[src/rtl/pergate_gatefn_collect_pkg.sv]
// Shared field definitions for the gatefn collector: field width, modulus and
// the modular add used by every accumulator lane.
`ifndef PERGATE_GATEFN_COLLECT_PKG_SV
`define PERGATE_GATEFN_COLLECT_PKG_SV

package pergate_gatefn_collect_pkg;

  localparam int                 F_NBITS = 8;
  localparam logic [F_NBITS-1:0] F_Q     = 8'd251;

  // Both operands are already reduced, so one conditional subtract suffices.
  function automatic logic [F_NBITS-1:0] fieldAdd(input logic [F_NBITS-1:0] a,
                                                  input logic [F_NBITS-1:0] b);
    logic [F_NBITS:0] s;
    s = {1'b0, a} + {1'b0, b};
    if (s >= {1'b0, F_Q}) fieldAdd = F_NBITS'(s - {1'b0, F_Q});
    else                  fieldAdd = s[F_NBITS-1:0];
  endfunction

endpackage

`endif

[src/rtl/pergate_gatefn_collect_lane.sv]
// One evaluation-point accumulator: clear on start, modular add while collecting.
`ifndef PERGATE_GATEFN_COLLECT_LANE_SV
`define PERGATE_GATEFN_COLLECT_LANE_SV

module pergate_gatefn_collect_lane
  import pergate_gatefn_collect_pkg::*;
(
  input  logic               clk,
  input  logic               rstb,
  input  logic               clr_i,
  input  logic               add_en_i,
  input  logic [F_NBITS-1:0] operand_i,
  output logic [F_NBITS-1:0] acc_o
);

  logic [F_NBITS-1:0] acc_q;
  logic [F_NBITS-1:0] acc_d;

  always_comb begin
    acc_d = acc_q;
    if (clr_i)         acc_d = '0;
    else if (add_en_i) acc_d = fieldAdd(acc_q, operand_i);
  end

  always_ff @(posedge clk or negedge rstb) begin
    if (!rstb) acc_q <= '0;
    else       acc_q <= acc_d;
  end

  assign acc_o = acc_q;

endmodule

`endif

[src/rtl/pergate_gatefn_collect.sv]
// Starts all per-gate gatefn units, waits until every unit is ready, then sums
// their four evaluations point by point over ngates cycles.
`ifndef PERGATE_GATEFN_COLLECT_SV
`define PERGATE_GATEFN_COLLECT_SV

module pergate_gatefn_collect
  import pergate_gatefn_collect_pkg::*;
#(
  parameter int ngates = 4
) (
  input  logic               clk,
  input  logic               rstb,
  input  logic               en,
  output logic               ready,
  output logic               gate_en,
  input  logic [ngates-1:0]  gate_ready,
  input  logic [F_NBITS-1:0] gatefn [ngates-1:0][3:0],
  output logic [F_NBITS-1:0] sum [3:0]
);

  localparam int IW = (ngates > 1) ? $clog2(ngates) : 1;

  typedef enum logic [1:0] {
    ST_IDLE  = 2'd0,
    ST_WAIT  = 2'd1,
    ST_ACCUM = 2'd2
  } state_e;

  state_e          state_q, state_d;
  logic [IW-1:0]   idx_q, idx_d;
  logic            gate_en_q, gate_en_d;
  logic            clr;
  logic            add_en;
  logic [F_NBITS-1:0] operand [3:0];

  always_ff @(posedge clk or negedge rstb) begin
    if (!rstb) begin
      state_q   <= ST_IDLE;
      idx_q     <= '0;
      gate_en_q <= 1'b0;
    end else begin
      state_q   <= state_d;
      idx_q     <= idx_d;
      gate_en_q <= gate_en_d;
    end
  end

  always_comb begin
    state_d   = state_q;
    idx_d     = idx_q;
    gate_en_d = 1'b0;
    clr       = 1'b0;
    add_en    = 1'b0;
    case (state_q)
      ST_IDLE: begin
        if (en) begin
          state_d   = ST_WAIT;
          gate_en_d = 1'b1;
          clr       = 1'b1;
        end
      end
      ST_WAIT: begin
        if (&gate_ready) begin
          state_d = ST_ACCUM;
          idx_d   = '0;
        end
      end
      ST_ACCUM: begin
        add_en = 1'b1;
        if (idx_q == IW'(ngates - 1)) begin
          state_d = ST_IDLE;
          idx_d   = '0;
        end else begin
          idx_d = idx_q + IW'(1);
        end
      end
      default: begin
        state_d = ST_IDLE;
        idx_d   = '0;
      end
    endcase
  end

  // Mux by compare so a non-power-of-two ngates never indexes past the array.
  always_comb begin
    for (int k = 0; k < 4; k++) begin
      operand[k] = '0;
      for (int i = 0; i < ngates; i++) begin
        if (idx_q == IW'(i)) operand[k] = gatefn[i][k];
      end
    end
  end

  for (genvar k = 0; k < 4; k++) begin : g_lane
    pergate_gatefn_collect_lane u_lane (
      .clk       (clk),
      .rstb      (rstb),
      .clr_i     (clr),
      .add_en_i  (add_en),
      .operand_i (operand[k]),
      .acc_o     (sum[k])
    );
  end

  assign ready   = (state_q == ST_IDLE) & ~en;
  assign gate_en = gate_en_q;

endmodule

`endif
[config.mk]
export PLATFORM = sky130hd
export DESIGN_NAME = pergate_gatefn_collect
export DESIGN_NICKNAME = d
export VERILOG_FILES = /design/src/rtl/pergate_gatefn_collect_pkg.sv /design/src/rtl/pergate_gatefn_collect_lane.sv /design/src/rtl/pergate_gatefn_collect.sv
export SDC_FILE = /design/constraint.sdc
export NUM_CORES = 1
export LEC_CHECK = 0
export CORE_ASPECT_RATIO = 2
export CORE_MARGIN = 2
export CORE_UTILIZATION = 25
export CTS_CLUSTER_DIAMETER = 30
export DETAILED_ROUTE_END_ITERATION = 10
export DONT_BUFFER_PORTS = 1
export GPL_TIMING_DRIVEN = 0
export PLACE_DENSITY_LB_ADDON = 0.12
export SLEW_MARGIN = 15
export SYNTH_ARGS = -nofsm -noshare
export SYNTH_HDL_FRONTEND = slang
export SYNTH_SLANG_ARGS = --single-unit
[constraint.sdc]
create_clock -name clk -period 4.7 [get_ports clk]
set_input_delay 0.94 -clock clk [delete_from_list [all_inputs] [get_ports clk]]
set_output_delay 0.94 -clock clk [all_outputs]
set_load 0.01 [all_outputs]
# Yosys cells after proc, flatten, opt, wreduce, memory -nomap -nowiden
# Cells that the tools add are included.
# Widths: inputs -> output; s select.
[totals]
latchBits = 0
rom_bits = 0
out_inout_bits = 34
mem_count = 0
register_bits = 37
wordCells = 75
ramBits = 0
[op_classes]
n_mul = 0
reduce_logical = 6
div = 0
bitwise = 3
add_sub_neg = 9
n_eq_ne = 8
n_lt_le_gt_ge = 4
n_shift = 0
mux = 38
[op_table]
columns = ["operator", "n"]
rows = [
  ["$mux 8", 28],
  ["$add 8x8->9", 4],
  ["$ge 9x8->1 const B", 4],
  ["$sub 8x8->8 const B", 4],
  ["$pmux 2 s3", 2],
  ["$mux 2", 5],
  ["$eq 2x2->1 const B", 3],
  ["$ne 2x2->1 const B", 3],
  ["$eq 2x1->1 const B", 2],
  ["$logic_not 2->1", 2],
  ["$reduce_and 4->1", 1],
  ["$mux 1", 3],
  ["$reduce_and 3->1", 1],
  ["$add 2x1->2 const B", 1],
  ["$not 1->1", 2],
  ["$reduce_and 2->1", 1],
  ["$reduce_bool 2->1", 1],
  ["$and 1x1->1", 1],
]

# Longest topological paths before layout
# Gate-level depths: netlist of run 1.
[depth]
depth_word = 10
mapped_depth = 21

# By module
# From an unflattened synthesis of run 1, not the netlist that was laid out.
[unflattened]
cells_unflattened = 551
hier_area_um2 = 4687.0
[by_module_without_submodules]
columns = ["module", "area_per_inst_um2", "instances", "seq_area_each_um2", "cells_each"]
rows = [
  ["pergate_gatefn_collect_lane at g_lane[1].u_lane ...", 864.6, 3, 200.2, 103],
  ["pergate_gatefn_collect", 1136.1, 1, 125.1, 142],
  ["pergate_gatefn_collect_lane at g_lane[0].u_lane", 957.2, 1, 200.2, 100],
]

# Worst setup path before layout of run 1
# OpenSTA, ideal clock, no wires.
[synth_timing]
path_type = "flip-flop to flip-flop"
startpoint = "register idx_q[0]"
endpoint = "register g_lane[2].u_lane.acc_q[2]"
setup_slack_ns = 0.581
n_path_buf = 3
stages_incl_launch_ff = 21
t_arrival_ns = 4.050
path_cell_list = "dfrtp_1 -> inv_1 -> ha_1 -> clkbuf_1 -> nor2b_1 -> clkbuf_1 -> clkbuf_1 -> a22oi_1 -> nor2_1 -> a21oi_1 -> o21ai_0 -> ha_1 -> inv_1 -> fa_1 -> nand2b_1 -> a21oi_1 -> a31oi_1 -> xnor2_1 -> a41oi_4 -> or4_1 -> nand3_1"
[synth_via]
elab_chain_len = 10
[synth_lines]
columns = ["item", "line", "rtl"]
rows = [
  ["start: declaration", "pergate_gatefn_collect.sv:30", "logic [IW-1:0] idx_q, idx_d;"],
  ["start signal: assignment", "pergate_gatefn_collect.sv:43", "idx_q <= idx_d;"],
  ["$logic_not 2->1", "pergate_gatefn_collect.sv:89", "if (idx_q == IW'(i)) operand[k] = gatefn[i][k];"],
  ["$mux 8 (3 in a row)", "pergate_gatefn_collect.sv:89", ""],
  ["$mux 8 (*)", "pergate_gatefn_collect.sv:89", ""],
  ["$add 8x8->9 (*)", "pergate_gatefn_collect_pkg.sv:15", "s = {1'b0, a} + {1'b0, b};"],
  ["$sub 8x8->8 or $ge 9x8->1 (tied branches)", "pergate_gatefn_collect_pkg.sv:16", "if (s >= {1'b0, F_Q}) fieldAdd = F_NBITS'(s - {1'b0, F_Q});"],
  ["$mux 8 (*)", "pergate_gatefn_collect_pkg.sv:16", ""],
  ["$mux 8 (*)", "pergate_gatefn_collect_lane.sv:22", "else if (add_en_i) acc_d = fieldAdd(acc_q, operand_i);"],
  ["$mux 8 (*)", "pergate_gatefn_collect_lane.sv:21", "if (clr_i) acc_d = '0;"],
  ["end signal: assignment", "pergate_gatefn_collect_lane.sv:26", "if (!rstb) acc_q <= '0;"],
  ["end signal: assignment", "pergate_gatefn_collect_lane.sv:27", "else acc_q <= acc_d;"],
  ["end: declaration", "pergate_gatefn_collect_lane.sv:16", "logic [F_NBITS-1:0] acc_q;"],
]
# Every way passes the cells marked *; elsewhere a longest branch is shown, timed or not. The select of a mux whose other input is x is not followed.
# A chain may end at the register's enable or synchronous reset.

# Worst setup path in the final report of run 1
# Same ends and word-level chain as after synthesis.

==> flow_metrics.tcl, run 1 <==
set metrics [dict create \
    synth_cell_types 68 \
    syn_nets 833 \
    cap_violations 0 \
    cp-end-kind "flop" \
    p_leak_nw 2.35 \
    fin_cells 913 \
    clockBufferDepth 2 \
    cp_num_buf_inv 4 \
    netlist_area_um2 4790 \
    regToRegEndpoint "g_lane[2].u_lane.acc_o[2]" \
    multi_input_area_um2 3700 \
    start_kind "flop" \
    clkTransAtPathRegs_ns 0.07 \
    row_count 71 \
    status "finished, final reports clean" \
    fin_skew_ns 0.00860 \
    pwr-share-clk_pct 9.5 \
    coreArea_um2 18800 \
    first_pass_iters 6 \
    period_minus_slack_ns 4.44 \
    pwr-share-seq_pct 13.8 \
    max_slew.worst_pin.slew_ns 0.786 \
    cp.arrival_ns 4.66 \
    clock_latency_ns 0.29 \
    synth_top_area_share_pct 19.3 \
    cp.required_ns 4.92 \
    hold_path.class "in2async" \
    finalNetCount 840 \
    synthSimpleGateAreaFrac_pct 24.3 \
    r2r_slack_ns 0.26 \
    ys_top_cells_by_area "dfrtp_1, ha_1, a21oi_1" \
    start_util_pct 25.5 \
    synth_top_area_cell "dfrtp_1" \
    synth_compound_area_share_pct 31.4 \
    die_w_um 102 \
    ys.flop_type "dfrtp_1" \
    grt_antenna_before_repair 0 \
    async_flop_share_pct 100 \
    vias 5072 \
    viasPerCell 5.56 \
    crit_fanout 10 \
    p_int_mw 2.09 \
    min_period_over_period_pct 94.4 \
    drt_iter0_drc 224 \
    drive_above_1_share_pct 6.53 \
    synth_xor_area_share_pct 4.72 \
    io_buffers 0 \
    synth_edf_count 0 \
    grt_first_pass_wirelength_um 29300 \
    p_per_area_nw_per_um2 885 \
    drt-total-wl_um 20000 \
    setup_viol 0 \
    rsz0062_at_grt "yes" \
    slowest_delay_ns 0.46 \
    overflow 0 \
    p_switching_mw 2.68 \
    drc 0 \
    hpwl_um 16500 \
    path_delay_family "compound AO/OA/AOI/OAI gates" \
    syn_inst 650 \
    diodes 0 \
    worst_ir_drop_vdd_mv 0.274 \
    gp_congestion 0.888 \
    synth_fa_ha_area_share_pct 13.2 \
    rr_worst_depth 19 \
    die_h_um 200 \
    p_comb_share_pct 76.7 \
    yosysMostFrequentCell "nor2_1" \
    fillerInstances 2127 \
    synth_top_family_by_area "compound AO/OA/AOI/OAI gates" \
    r2r-start "idx_q[0]" \
    placed_cells 905 \
    syn_area_per_cell_um2 7.38 \
    worstSetupPathType "reg2reg" \
    regArea_um2 926 \
    root_buffer "clkbuf_16" \
    hold_viol_final 0 \
    ant_nets 0 \
    path_depth 19 \
    crit_chain "inv_1 > ha_4 > nor2b_1 > clkbuf_2 > clkbuf_4 > a22oi_1 > nor2_1 > a21oi_1 > o21ai_2 > ha_1 > inv_1 > fa_1 > nand2b_1 > a21oi_2 > a31oi_1 > xnor2_2 > a41oi_4 > or4_1 > nand3_1" \
    pre_cts_ws_ns -0.876 \
    clock_sinks 37 \
    holdBufCountCts 0 \
    wl_per_cell_um 21.9 \
    htreeDepth 2 \
    netSwitchingFraction_pct 56.2 \
    grt.total_usage_pct 19.4 \
    drv_slew 0 \
    fmax_ghz 0.225 \
    grt_max_degree 38 \
    max_slew_margin_pct 47.4 \
    synth_mux_area_share_pct 2.32 \
    dieArea_um2 20400 \
    io_pins 169 \
    cts_buffers 5 \
    synth_commonest_cells "nor2_1, nand2_1, a21oi_1" \
    tritoncts "built" \
    fin_ws_ns 0.261 \
    finalSetupTns_ns 0 \
    cp_slowest_cell "or4_1" \
    cpMostUsedCell "inv_1" \
    ys_ff_latch 37 \
    synth-seq-area-share_pct 19.3 \
    grt_pass1_vias 5007 \
    synth_warnings 0 \
    area_growth_syn_to_layout_pct 12.4 \
]
cell usage in the layout (no fill, tap or decap), types with 5 or more instances in the layout:
cell	netlist	routed
nor3b_1	5	5
xnor2_1	14	12
o21a_1	8	8
a32oi_1	7	7
clkbuf_1	28	22
ha_1	44	42
mux2i_1	10	10
or4_1	7	7
a31oi_1	10	10
xor2_1	10	9
nand2b_1	6	6
inv_1	27	27
buf_1	5	5
a22oi_1	26	26
nor2_1	75	75
a21o_1	16	16
nand3_1	30	30
clkbuf_16	0	5
dfrtp_1	37	37
a21oi_1	62	60
o21ai_1	7	9
o21ai_0	52	47
nand2_1	69	69
nor3_1	8	8
nor2b_1	5	5
registers in the layout (all words and copies together), names as in the netlist:
| name | flops |
|---|---|
| idx_q | 2 |
| state_q | 2 |
| gate_en | 1 |
| g_lane.u_lane.acc_o | 32 |
layout make-up:
| type | instances | area share (%) |
|---|---|---|
| sequential | 37 | 17.2 |
| timing repair buffer | 2 | 0.279 |
| clock inverter | 3 | 1.21 |
| clock buffer | 5 | 2.32 |
| multi-input combinational | 552 | 68.8 |
| buffer | 32 | 2.44 |
| inverter | 27 | 1.88 |
| tap | 255 | 5.92 |
through the flow:
step	instance area (µm²)	power, mW	util (%)	hold slack (ns)
floorplan	4790	3.25	-	0.508
global placement	5110	4.15	27.2	0.546
detailed placement	5110	4.22	27.2	0.563
CTS	5370	4.79	28.5	0.335
global route	5390	5.24	28.6	0.332
finish	5390	4.77	28.6	0.346
per-layer routing:
| metal | part of all wire [%] | GRT usage [%] |
|---|---|---|
| met1 | 34 | 19.5 |
| met2 | 55 | 36.7 |
| met3 | 6.4 | 4.14 |
| met4 | 4.5 | 9.23 |
| met5 | 0 | 0 |
power by group through the flow:
stage	combinational (mW)	sequential, mW	clock, mW
after floorplan	2.67	0.579	0
after global placement	3.47	0.674	0
after detailed placement	3.54	0.676	0
after CTS	3.65	0.671	0.464
after global routing	4.08	0.680	0.479
final	3.65	0.659	0.454
worst max-delay path by stage:
stage / endpoint / start
global placement: g_lane[2].u_lane.acc_o[2] / idx_q[0]
finish: g_lane[2].u_lane.acc_o[2] / idx_q[0]
detailed placement: g_lane[2].u_lane.acc_o[2] / idx_q[0]
global route: g_lane[1].u_lane.acc_o[2] / idx_q[0]
floorplan: g_lane[2].u_lane.acc_o[2] / idx_q[0]
CTS: g_lane[1].u_lane.acc_o[2] / idx_q[0]
what timing repair did:
item / 4_1_cts / 5_1_grt
pin swaps: 2 / 1
endpoints found under the setup margin: 24 / 21
hold endpoints to repair: 0 / 0
resized for setup: 17 / 9
setup buffers: 2 / 0
cell families (layout without fill, tap and decap cells):
| logic type | after synthesis | after routing |
|---|---|---|
| AO/OA/AOI/OAI | 226 | 226 |
| XOR/XNOR | 25 | 25 |
| adder cells (fa/ha/maj) | 48 | 48 |
| buffers and inverters | 61 | 69 |
| flip-flops | 37 | 37 |
| multiplexers | 11 | 11 |
| AND/OR/NAND/NOR | 242 | 242 |
No activity file was read; power rests on OpenSTA's default activity.
==> inputs of run 2 (changes only) <==
==> constraint.sdc (replaced) <==
create_clock -name clk -period 4.7 [get_ports clk]
set_input_delay 1.41 -clock clk [delete_from_list [all_inputs] [get_ports clk]]
set_output_delay 1.41 -clock clk [all_outputs]
set_load 0.01 [all_outputs]
==> results of run 2 <==
Same layout as run 1 (identical final DEF). Status: finished, final reports clean.
Among the figures that moved: hold slack 0.346 ns -> 0.574 ns
